==> src/rtl/vip_axi4_burst_addr_gen.sv <==
// Expands one AXI4 AW/AR request into a per-beat stream of address, strobe, index and last.
// Handles FIXED/INCR/WRAP arithmetic, narrow-transfer strobes and flags illegal or 4 KB-crossing requests.
module vip_axi4_burst_addr_gen #(
  parameter int ADDR_WIDTH_P = 32,
  parameter int DATA_WIDTH_P = 64,
  parameter int STRB_WIDTH_P = DATA_WIDTH_P / 8,
  parameter int ID_WIDTH_P   = 4
) (
  input  logic                    clk,
  input  logic                    rst_n,
  input  logic                    req_valid,
  output logic                    req_ready,
  input  logic [ID_WIDTH_P-1:0]   req_id,
  input  logic [ADDR_WIDTH_P-1:0] req_addr,
  input  logic [7:0]              req_len,
  input  logic [2:0]              req_size,
  input  logic [1:0]              req_burst,
  output logic                    beat_valid,
  input  logic                    beat_ready,
  output logic [ID_WIDTH_P-1:0]   beat_id,
  output logic [ADDR_WIDTH_P-1:0] beat_addr,
  output logic [STRB_WIDTH_P-1:0] beat_strb,
  output logic [7:0]              beat_index,
  output logic                    beat_last,
  output logic                    err_illegal,
  output logic                    err_4k
);

  typedef enum logic [1:0] {IDLE, CHECK, BURST} state_e;

  localparam logic [1:0] BURST_FIXED = 2'b00;
  localparam logic [1:0] BURST_INCR  = 2'b01;
  localparam logic [1:0] BURST_WRAP  = 2'b10;
  localparam logic [1:0] BURST_RSVD  = 2'b11;

  localparam logic [ADDR_WIDTH_P-1:0] LANE_MASK = ADDR_WIDTH_P'(DATA_WIDTH_P / 8 - 1);
  localparam logic [ADDR_WIDTH_P-1:0] ONE       = ADDR_WIDTH_P'(1);

  state_e                  state_q, state_d;
  logic [ID_WIDTH_P-1:0]   id_q, id_d;
  logic [ADDR_WIDTH_P-1:0] addr_q, addr_d;
  logic [7:0]              len_q, len_d;
  logic [2:0]              size_q, size_d;
  logic [1:0]              burst_q, burst_d;

  logic                    beat_valid_q, beat_valid_d;
  logic [ADDR_WIDTH_P-1:0] beat_addr_q, beat_addr_d;
  logic [STRB_WIDTH_P-1:0] beat_strb_q, beat_strb_d;
  logic [7:0]              beat_index_q, beat_index_d;
  logic                    beat_last_q, beat_last_d;

  logic [ADDR_WIDTH_P-1:0] size_bytes, size_mask, aligned_start, total_bytes;
  logic [ADDR_WIDTH_P-1:0] wrap_lower, last_byte, cur_aligned, incr_next, next_addr;
  logic                    illegal, cross_4k;

  // Lanes lo..hi where lo is the byte offset and hi ends the size-aligned container.
  function automatic logic [STRB_WIDTH_P-1:0] lanes(input logic [ADDR_WIDTH_P-1:0] a,
                                                    input logic [ADDR_WIDTH_P-1:0] sb);
    logic [ADDR_WIDTH_P-1:0] lo, hi;
    logic [STRB_WIDTH_P-1:0] m;
    lo = a & LANE_MASK;
    hi = ((a & ~(sb - ONE)) & LANE_MASK) + sb - ONE;
    m  = '0;
    for (int unsigned i = 0; i < STRB_WIDTH_P; i++) begin
      m[i] = (ADDR_WIDTH_P'(i) >= lo) && (ADDR_WIDTH_P'(i) <= hi);
    end
    return m;
  endfunction

  always_comb begin
    size_bytes    = ONE << size_q;
    size_mask     = size_bytes - ONE;
    aligned_start = addr_q & ~size_mask;
    total_bytes   = size_bytes * (ADDR_WIDTH_P'(len_q) + ONE);
    wrap_lower    = addr_q & ~(total_bytes - ONE);
    last_byte     = aligned_start + total_bytes - ONE;
    cross_4k      = |((last_byte ^ addr_q) >> 12);
    illegal       = (burst_q == BURST_RSVD)
                 || (size_bytes > ADDR_WIDTH_P'(STRB_WIDTH_P))
                 || ((burst_q == BURST_WRAP) && !((len_q == 8'd1) || (len_q == 8'd3)
                                                  || (len_q == 8'd7) || (len_q == 8'd15)))
                 || ((burst_q == BURST_FIXED) && (len_q > 8'd15));
    cur_aligned   = beat_addr_q & ~size_mask;
    incr_next     = cur_aligned + size_bytes;
    unique case (burst_q)
      BURST_FIXED: next_addr = addr_q;
      BURST_WRAP:  next_addr = (incr_next == wrap_lower + total_bytes) ? wrap_lower : incr_next;
      default:     next_addr = incr_next;
    endcase
  end

  always_ff @(posedge clk or negedge rst_n) begin
    if (!rst_n) begin
      state_q      <= IDLE;
      id_q         <= '0;
      addr_q       <= '0;
      len_q        <= '0;
      size_q       <= '0;
      burst_q      <= '0;
      beat_valid_q <= 1'b0;
      beat_addr_q  <= '0;
      beat_strb_q  <= '0;
      beat_index_q <= '0;
      beat_last_q  <= 1'b0;
    end else begin
      state_q      <= state_d;
      id_q         <= id_d;
      addr_q       <= addr_d;
      len_q        <= len_d;
      size_q       <= size_d;
      burst_q      <= burst_d;
      beat_valid_q <= beat_valid_d;
      beat_addr_q  <= beat_addr_d;
      beat_strb_q  <= beat_strb_d;
      beat_index_q <= beat_index_d;
      beat_last_q  <= beat_last_d;
    end
  end

  always_comb begin
    state_d = state_q;
    unique case (state_q)
      IDLE:    if (req_valid) state_d = CHECK;
      CHECK:   state_d = illegal ? IDLE : BURST;
      BURST:   if (beat_ready && beat_last_q) state_d = IDLE;
      default: state_d = IDLE;
    endcase
  end

  always_comb begin
    id_d         = id_q;
    addr_d       = addr_q;
    len_d        = len_q;
    size_d       = size_q;
    burst_d      = burst_q;
    beat_valid_d = beat_valid_q;
    beat_addr_d  = beat_addr_q;
    beat_strb_d  = beat_strb_q;
    beat_index_d = beat_index_q;
    beat_last_d  = beat_last_q;
    unique case (state_q)
      IDLE: begin
        if (req_valid) begin
          id_d    = req_id;
          addr_d  = req_addr;
          len_d   = req_len;
          size_d  = req_size;
          burst_d = req_burst;
        end
      end
      CHECK: begin
        if (!illegal) begin
          beat_valid_d = 1'b1;
          beat_addr_d  = addr_q;
          beat_strb_d  = lanes(addr_q, size_bytes);
          beat_index_d = 8'd0;
          beat_last_d  = (len_q == 8'd0);
        end
      end
      BURST: begin
        if (beat_ready) begin
          if (beat_last_q) begin
            beat_valid_d = 1'b0;
          end else begin
            beat_addr_d  = next_addr;
            beat_strb_d  = lanes(next_addr, size_bytes);
            beat_index_d = beat_index_q + 8'd1;
            beat_last_d  = ((beat_index_q + 8'd1) == len_q);
          end
        end
      end
      default: ;
    endcase
  end

  always_comb begin
    req_ready   = (state_q == IDLE);
    err_illegal = (state_q == CHECK) && illegal;
    err_4k      = (state_q == CHECK) && !illegal && (burst_q == BURST_INCR) && cross_4k;
  end

  assign beat_valid = beat_valid_q;
  assign beat_id    = id_q;
  assign beat_addr  = beat_addr_q;
  assign beat_strb  = beat_strb_q;
  assign beat_index = beat_index_q;
  assign beat_last  = beat_last_q;

endmodule

==> config.mk <==
export PLATFORM = sky130hd
export DESIGN_NAME = vip_axi4_burst_addr_gen
export DESIGN_NICKNAME = d
export VERILOG_FILES = /design/src/rtl/vip_axi4_burst_addr_gen.sv
export SDC_FILE = /design/constraint.sdc
export NUM_CORES = 1
export LEC_CHECK = 0
export CORE_UTILIZATION = 55
export DETAILED_ROUTE_END_ITERATION = 6
export GPL_TIMING_DRIVEN = 0
export HOLD_SLACK_MARGIN = 0.05
export PLACE_DENSITY = 0.89
export SLEW_MARGIN = 10
export SYNTH_ARGS = -nofsm -noshare
export SYNTH_HDL_FRONTEND = slang
export SYNTH_SLANG_ARGS = --single-unit
==> constraint.sdc <==
create_clock -name clk -period 12.4 [get_ports clk]
set_clock_uncertainty 0.1 [all_clocks]
set_input_delay 2.48 -clock clk [delete_from_list [all_inputs] [get_ports clk]]
set_output_delay 2.48 -clock clk [all_outputs]
set_load 0.01 [all_outputs]
==> flow_summary_export.csv, run 1 <==
group,metric,value,unit
finish,seq_area,2540,sq um
clock_network,ctsLongestPathBuffers,2,
route,first_iter_violations,2138,
finish,post-route-cell-area,16900,sq um
placed_design,detailedPlacementHpwl,38000,um
route,route.detailed.drc,0,
critical_path,worst_setup_path_start_kind,"flip-flop",
timing,tightestPinTransition,1.17,ns
critical_path,max_stage_delay,0.58,ns
global_routing,grt_remaining_overflow,0,
global_routing,wire_length_of_the_first_global_routing_pass,77300,um
synth,synth_edf_count,0,
route,post_drt_via_cell_ratio,6.55,
route,detailed_route_wire_length_per_cell,21.7,um
clock_network,cts_inserted_buffers,9,
clock_network,cts_tree,"built",
synth,synthDominantCellAreaShare,18.1,%
global_routing,antenna_found_initial,0,
clock_network,worst_skew_pair.late_latency,0.39,ns
synth,synth_seq_area_share,18.1,%
clock_network,cts_sinks,101,
finish,final_nets,2226,
critical_path,timing.critical_path.to_type,"output port",
critical_path,critical_path.slowest_cell,"fa_1",
critical_path,cp_common_cell,"buf_4",
synth,ys_ff_latch,101,
floorplanning,core_area,25000,sq um
timing,fmaxAchievable,81.9,MHz
timing,period_share,98.4,%
finish,mostFrequentLayoutCells,"229 x nand2_1, 160 x nor2_1, 138 x inv_1, 111 x ha_1, 107 x clkdlybuf4s50_1",
route,route.final.wire_length,50900,um
timing,hold_violations,0,
finish,fin_cells,2347,
global_routing,globalRouteTotalUtil,38.0,%
critical_path,maximum_net_fanout_on_the_critical_path,7,
clock_network,clock_transition_at_the_registers_of_the_reported_paths,0.10,ns
min_path,min-delay-path-class,"flip-flop to flip-flop",
route,num_vias,15400,
run_status,outcome,"finished clean",
synth,synth_async_sr_flop_share,100,%
timing,period_minus_slack,12.20,ns
placed_design,gp_congestion,0.996,
global_routing,number_of_global_route_vias_before_repair,14300,
floorplanning,fp.dieH,161,um
placed_design,placement.cell_area,15500,sq um
finish,num_antenna_cells,0,
floorplanning,die-area,26100,sq um
clock_network,cts_root_buf,"clkbuf_16",
placed_design,placed_cells_incl_taps,2287,
timing,setup_viol_count_final,0,
synth,synth_cell_types,94,
finish,area_used_by_multi_input_combinational_logic,11100,sq um
critical_path,setup.worst_path.class,"flip-flop to output port",
clock_network,cts_htree_levels,3,
floorplanning,pin_count,110,
timing,slew_violations,0,
synth,mappedNetlistArea,14000,sq um
synth,synth.net_count,2061,
finish,filler_cell_count,2033,
floorplanning,die-width,161,um
flow_run,max-cap-violations,0,
finish,syn2layout_area_growth,20.7,%
synth,yosysTopAreaCell,"dfrtp_1",
clock_network,postCtsHoldBufs,0,
finish,layout_commonest_cell,"nand2_1",
floorplanning,core.rowCount,58,
synth,synthTopCellsByArea,"dfrtp_1 18%, ha_1 10%, xnor2_1 6.4%",
timing,slew_headroom,22.0,%
global_routing,maximum_number_of_pins_on_one_net_before_global_route_repair,57,
critical_path,cp_data_arrival_time,9.62,ns
synth,synthFlopType,"dfrtp_1",
timing,final.hold.worst_slack,0.388,ns
finish,drive_gt1_share,12.2,%
placed_design,port_buffers,109,
synth,syn_area_per_cell,7.57,sq um
route,drt.antenna.violating_nets,0,
route,total_iterations_of_the_first_detailed_routing_run,6,
critical_path,data_required_time_of_the_critical_path,9.82,ns
synth,ys.warnings.count,0,
synth,post_synth_inst_count,1847,
floorplanning,floorplan.initialDensity,55.9,%
per-stage QoR:
stage,setup slack (ns),utilization (%),setup TNS (ns)
2_1_floorplan,0.617,-,0
3_3_place_gp,-1.43,61.9,-9.62
3_5_place_dp,-1.50,62.0,-10.24
4_1_cts,-0.0722,65.6,-0.103
5_1_grt,-0.0654,67.4,-0.213
6_report,0.195,67.4,0
per-layer routing:
layer | part of all wire [%] | GRT usage, %
met1 | 40 | 52.0
met2 | 45 | 59.4
met3 | 11 | 6.27
met4 | 3.8 | 15.7
met5 | 0 | 0
synthesized netlist by cell type (23+ instances only):
library cell	count
dfrtp_1	101
nand2_1	230
a21oi_1	105
nand3_1	67
mux2_2	30
a21o_1	29
xor2_1	49
fa_1	45
inv_1	143
nor3_1	52
clkbuf_1	81
ha_1	116
nor2_1	168
nand2b_1	23
xnor2_1	103
o21ai_0	101
and3_1	27
worst max-delay path: cells and delay by family (launching register included):
| family | cells | cell delay (ns) |
|---|---|---|
| AOI/OAI and AO/OA | 7 | 1.59 |
| xor gates and xnor gates | 3 | 0.42 |
| adders and majority gates | 7 | 2.96 |
| buffers and inverters | 16 | 1.72 |
| DFF | 1 | 0.44 |
| and+or+nand+nor | 11 | 2.08 |
state kept, by name, summed over array words and instances (netlist names):
signal / cells
state_q: 2
beat_index: 8
beat_strb: 8
burst_q: 2
beat_id: 4
beat_addr: 32
addr_q: 32
beat_last: 1
beat_valid: 1
len_q: 8
size_q: 3
what timing repair did:
item / in CTS / in global routing
resized for setup: 87 / 82
setup endpoints to repair: 8 / 8
buffers inserted: 35 / 21
pin swaps: 16 / 43
layout make-up:
type                    instances  area share [%]
repair buffers                166            9.14
inverters                     152            3.50
clock inverters                 7           0.548
clock buffers                   9            1.33
flip-flops and latches        101            15.0
multi-input cells            1503            65.7
well taps                     330            2.45
plain buffers                  79            2.27
cells by family (layout without fill, tap and decap cells):
family	after synthesis	count (layout)	share of synthesized area [%]
muxes	35	35	2.81
xor gates and xnor gates	154	154	9.75
adders and majority gates	161	161	16.8
AOI/OAI and AO/OA	464	464	22.6
DFF	101	101	18.1
buffers and inverters	243	413	6.69
and+or+nand+nor	689	689	23.2
worst paths after layout:
check | start | to | slack [ns] | cells past startpoint
max in group asynchronous | rst_n | addr_q[22]$_DFFE_PN0P_ | 9.57 | 2
min in group asynchronous | rst_n | len_q[6]$_DFFE_PN0P_ | 1.93 | 1
max | len_q[0]$_DFFE_PN0P_ | err_4k | 0.20 | 44
min | beat_valid$_DFFE_PN0P_ | beat_valid$_DFFE_PN0P_ | 0.39 | 1
min reg2reg | beat_valid$_DFFE_PN0P_ | beat_valid$_DFFE_PN0P_ | 0.39 | 1
max reg2reg | size_q[1]$_DFFE_PN0P_ | beat_strb[2]$_DFFE_PN0P_ | 0.23 | 51
Power of run 1 is not shown: default switching activity piles up to over one toggle a cycle in this logic, so the estimate is an artifact.
==> inputs of run 2 (changes only) <==
--- a/config.mk
+++ b/config.mk
@@ -6,10 +6,11 @@
 export NUM_CORES = 1
 export LEC_CHECK = 0
 export CORE_UTILIZATION = 55
+export CTS_CLUSTER_DIAMETER = 200
 export DETAILED_ROUTE_END_ITERATION = 6
 export GPL_TIMING_DRIVEN = 0
 export HOLD_SLACK_MARGIN = 0.05
-export PLACE_DENSITY = 0.89
+export PLACE_DENSITY_LB_ADDON = 0.15
 export SLEW_MARGIN = 10
 export SYNTH_ARGS = -nofsm -noshare
 export SYNTH_HDL_FRONTEND = slang
==> flow_summary_export.csv, run 2 (synthesized netlist as in run 1, its figures left out) <==
group,metric,value,unit
run_status,outcome,"finished, violations left",
run_status,failed_checks,"design-rule violations",
timing,setup_slack,0.246,ns
floorplanning,die-area,26100,sq um
clock_network,worst_skew_pair.late_latency,0.38,ns
placed_design,pre_cts_slack,-1.72,ns
global_routing,maximum_number_of_pins_on_one_net_before_global_route_repair,83,
critical_path,worst_setup_path_start_kind,"flip-flop",
floorplanning,core.rowCount,58,
floorplanning,fp.dieH,161,um
timing,tightestPinTransition,1.21,ns
route,num_vias,15000,
placed_design,detailedPlacementHpwl,39200,um
route,total_iterations_of_the_first_detailed_routing_run,7,
timing,slew_headroom,19.0,%
global_routing,globalRouteTotalUtil,38.9,%
min_path,min-delay-path-class,"flip-flop to flip-flop",
clock_network,cts_tree,"built",
global_routing,antenna_found_initial,0,
timing,setup_viol_count_final,0,
clock_network,postCtsHoldBufs,0,
global_routing,grt_remaining_overflow,0,
clock_network,cts_inserted_buffers,9,
clock_network,cts_root_buf,"clkbuf_16",
finish,num_antenna_cells,0,
flow_run,max-cap-violations,0,
timing,period_share,98.0,%
route,route.final.wire_length,51400,um
critical_path,timing.critical_path.to_type,"output port",
clock_network,cts_sinks,101,
timing,fin_setup_tns,0,ns
finish,syn2layout_area_growth,21.0,%
critical_path,data_required_time_of_the_critical_path,9.82,ns
timing,period_minus_slack,12.15,ns
global_routing,wire_length_of_the_first_global_routing_pass,78500,um
timing,fmaxAchievable,82.3,MHz
floorplanning,floorplan.initialDensity,55.9,%
clock_network,clock_transition_at_the_registers_of_the_reported_paths,0.09,ns
timing,grt_setup_unrepaired,"yes",
floorplanning,core_area,25000,sq um
placed_design,gp_congestion,0.997,
route,route.detailed.drc,1,
placed_design,port_buffers,109,
floorplanning,pin_count,110,
global_routing,number_of_global_route_vias_before_repair,14000,
finish,final_nets,2230,
floorplanning,die-width,161,um
route,post_drt_via_cell_ratio,6.40,
timing,slew_violations,0,
critical_path,maximum_net_fanout_on_the_critical_path,8,
timing,hold_violations,0,
route,detailed_route_wire_length_per_cell,21.9,um
finish,drive_gt1_share,12.3,%
critical_path,critical_path.slowest_cell,"fa_1",
finish,layout_commonest_cell,"nand2_1",
clock_network,cts_htree_levels,3,
critical_path,cp_data_arrival_time,9.57,ns
critical_path,max_stage_delay,0.60,ns
route,first_iter_violations,1706,
critical_path,setup.worst_path.class,"flip-flop to output port",
finish,mostFrequentLayoutCells,"229 x nand2_1, 162 x nor2_1, 138 x inv_1, 110 x ha_1, 107 x clkdlybuf4s50_1",
route,drt.antenna.violating_nets,0,
clock_network,ctsLongestPathBuffers,2,
==> run 2: final timing paths <==
path,from,endpoint,slack (ns),cells after the start
max,len_q[0]$_DFFE_PN0P_,err_4k,0.25,36
min,beat_valid$_DFFE_PN0P_,beat_valid$_DFFE_PN0P_,0.38,1
max reg2reg,len_q[0]$_DFFE_PN0P_,beat_strb[1]$_DFFE_PN0P_,0.32,49
min reg2reg,beat_valid$_DFFE_PN0P_,beat_valid$_DFFE_PN0P_,0.38,1
max in group asynchronous,rst_n,size_q[0]$_DFFE_PN0P_,9.63,2
min in group asynchronous,rst_n,addr_q[21]$_DFFE_PN0P_,1.86,1
==> run 2: stage by stage <==
| step | area (sq um) | std cells | hold slack, ns | utilization (%) |
|---|---|---|---|---|
| 6_report | 16900 | 2351 | 0.380 | 67.6 |
| 5_1_grt | 16900 | 2351 | 0.402 | 67.6 |
| 3_3_place_gp | 15500 | 2286 | 0.361 | 61.9 |
| 3_5_place_dp | 15500 | 2287 | 0.367 | 62.0 |
| 4_1_cts | 16400 | 2320 | 0.384 | 65.5 |
| 2_1_floorplan | 14000 | 1847 | 0.418 | - |
==> run 2: layout make-up <==
type | instances | area, sq um
plain buffers | 80 | 377
clock buffers | 9 | 225
clock inverters | 7 | 83.8
fillers | 2221 | 8110
inverters | 152 | 594
multi-input cells | 1503 | 11100
flip-flops and latches | 101 | 2540
well taps | 330 | 413
repair buffers | 169 | 1570
==> run 2: metal layers <==
metal	wire length, um	track usage (%)	up-vias
li1	-	-	6856
met4	1630	12.9	0
met1	22300	54.8	7258
met3	4790	5.96	122
met5	0	0	-
met2	22700	60.6	805
==> run 2: critical path, delay by kind of cell, from the launching register on <==
family / cells / cell delay, ns
and+or+nand+nor: 8 / 1.29
adders and majority gates: 7 / 2.92
buffers and inverters: 9 / 0.97
AOI/OAI and AO/OA: 11 / 2.97
xor gates and xnor gates: 1 / 0.54
DFF: 1 / 0.46
==> run 2: timing repair <==
item,4_1_cts,5_1_grt
buffers inserted,24,35
setup endpoints to repair,8,8
pin swaps,21,43
resized for setup,94,71
Power of run 2 is left out for the same reason.
==> inputs of run 3 (changes only) <==
--- a/config.mk
+++ b/config.mk
@@ -5,6 +5,7 @@
 export SDC_FILE = /design/constraint.sdc
 export NUM_CORES = 1
 export LEC_CHECK = 0
+export CAP_MARGIN = 20
 export CORE_UTILIZATION = 55
 export CTS_CLUSTER_DIAMETER = 200
 export DETAILED_ROUTE_END_ITERATION = 6
==> flow_summary_export.csv, run 3 (synthesized netlist as in run 1, its figures left out) <==
group,metric,value,unit
global_routing,globalRouteTotalUtil,39.0,%
critical_path,timing.critical_path.to_type,"output port",
critical_path,cp_data_arrival_time,9.56,ns
floorplanning,die-area,26100,sq um
timing,fin_setup_tns,0,ns
floorplanning,core.rowCount,58,
timing,fmaxAchievable,82.4,MHz
timing,grt_setup_unrepaired,"yes",
floorplanning,die-width,161,um
run_status,failed_checks,"design-rule violations",
timing,tightestPinTransition,1.12,ns
critical_path,maximum_net_fanout_on_the_critical_path,10,
finish,final_nets,2224,
route,total_iterations_of_the_first_detailed_routing_run,7,
clock_network,cts_htree_levels,3,
finish,fin_cells,2345,
timing,hold_violations,0,
finish,syn2layout_area_growth,20.4,%
clock_network,cts_inserted_buffers,9,
route,first_iter_violations,2024,
timing,slew_headroom,25.2,%
clock_network,clock_transition_at_the_registers_of_the_reported_paths,0.09,ns
floorplanning,pin_count,110,
route,drt.antenna.violating_nets,0,
critical_path,path_buf_inv,12,
critical_path,worst_setup_path_start_kind,"flip-flop",
critical_path,cp_common_cell,"inv_1",
finish,num_antenna_cells,0,
route,post_drt_via_cell_ratio,6.42,
floorplanning,core_area,25000,sq um
clock_network,cts_sinks,101,
placed_design,placed_cells_incl_taps,2288,
placed_design,detailedPlacementHpwl,39200,um
min_path,min-delay-path-class,"flip-flop to flip-flop",
timing,setup_viol_count_final,0,
min_path,hold-path-cell-count,1,
critical_path,r2r_setup_slack,0.31,ns
critical_path,timing.critical_path.max_delay_family,"adder cells",
clock_network,cts_root_buf,"clkbuf_16",
floorplanning,floorplan.initialDensity,55.9,%
global_routing,grt_remaining_overflow,0,
critical_path,count_of_cells_along_the_worst_register_to_register_path,53,
timing,slew_violations,0,
global_routing,antenna_found_initial,0,
min_path,hp-start,"beat_valid$_DFFE_PN0P_",
critical_path,worst_r2r_startpoint,"size_q[2]$_DFFE_PN0P_",
global_routing,maximum_number_of_pins_on_one_net_before_global_route_repair,83,
clock_network,cts_tree,"built",
critical_path,max_stage_delay,0.60,ns
flow_run,max-cap-violations,0,
route,route.final.wire_length,51200,um
global_routing,number_of_global_route_vias_before_repair,14000,
finish,drive_gt1_share,12.1,%
clock_network,worst_skew_pair.late_latency,0.38,ns
run_status,outcome,"finished, violations left",
timing,period_minus_slack,12.14,ns
route,detailed_route_wire_length_per_cell,21.9,um
placed_design,port_buffers,109,
route,route.detailed.drc,1,
global_routing,wire_length_of_the_first_global_routing_pass,78700,um
placed_design,gp_congestion,0.997,
timing,final.hold.worst_slack,0.379,ns
finish,mostFrequentLayoutCells,"229 x nand2_1, 159 x nor2_1, 139 x inv_1, 108 x ha_1, 107 x clkdlybuf4s50_1",
critical_path,data_required_time_of_the_critical_path,9.82,ns
critical_path,r2r-end,"beat_strb[1]$_DFFE_PN0P_",
min_path,whs_endpoint,"beat_valid$_DFFE_PN0P_",
finish,layout_commonest_cell,"nand2_1",
timing,period_share,97.9,%
critical_path,setup.worst_path.class,"flip-flop to output port",
clock_network,ctsLongestPathBuffers,2,
route,num_vias,15100,
critical_path,critical_path.slowest_cell,"fa_1",
floorplanning,fp.dieH,161,um
run 3: worst max-delay path by stage:
stage / from / endpoint / slack, ns / cells past startpoint
CTS: size_q[2]$_DFFE_PN0P_ / beat_strb[1]$_DFFE_PN0P_ / 0.005 / 50
floorplan: size_q[0]$_DFFE_PN0P_ / beat_strb[1]$_DFFE_PN0P_ / 0.62 / 51
finish: size_q[2]$_DFFE_PN0P_ / err_4k / 0.26 / 38
detailed placement: size_q[0]$_DFFE_PN0P_ / err_4k / -1.69 / 37
global placement: size_q[0]$_DFFE_PN0P_ / err_4k / -1.73 / 36
global route: size_q[2]$_DFFE_PN0P_ / beat_strb[2]$_DFFE_PN0P_ / -0.05 / 50
run 3: through the flow:
step                cell area [sq um]  setup slack, ns  utilization (%)
detailed placement              15500            -1.69             62.0
floorplan                       14000            0.617                -
global placement                15500            -1.73             61.9
CTS                             16300          0.00550             65.3
finish                          16800            0.260             67.3
global route                    16800          -0.0520             67.3
run 3: metal layers:
metal	track usage, %	part of all wire (%)
met4	11.9	3.0
met1	54.8	42
met2	61.7	45
met5	0	0
met3	5.68	9.8
run 3: what timing repair did:
item                       4_1_cts  5_1_grt
buffers inserted                19       34
hold buffers                     0        0
resized for setup               89       71
setup endpoints to repair        8        8
pin swaps                       18       34
run 3: layout make-up:
cell class / instances / area [sq um]
inverter: 152 / 587
clock buffer: 9 / 225
buffer: 79 / 364
sequential: 101 / 2530
tap: 330 / 413
multi-input combinational: 1503 / 11100
timing repair buffer: 164 / 1550
fill: 2181 / 8190
clock inverter: 7 / 83.8
Power of run 3 is left out for the same reason.
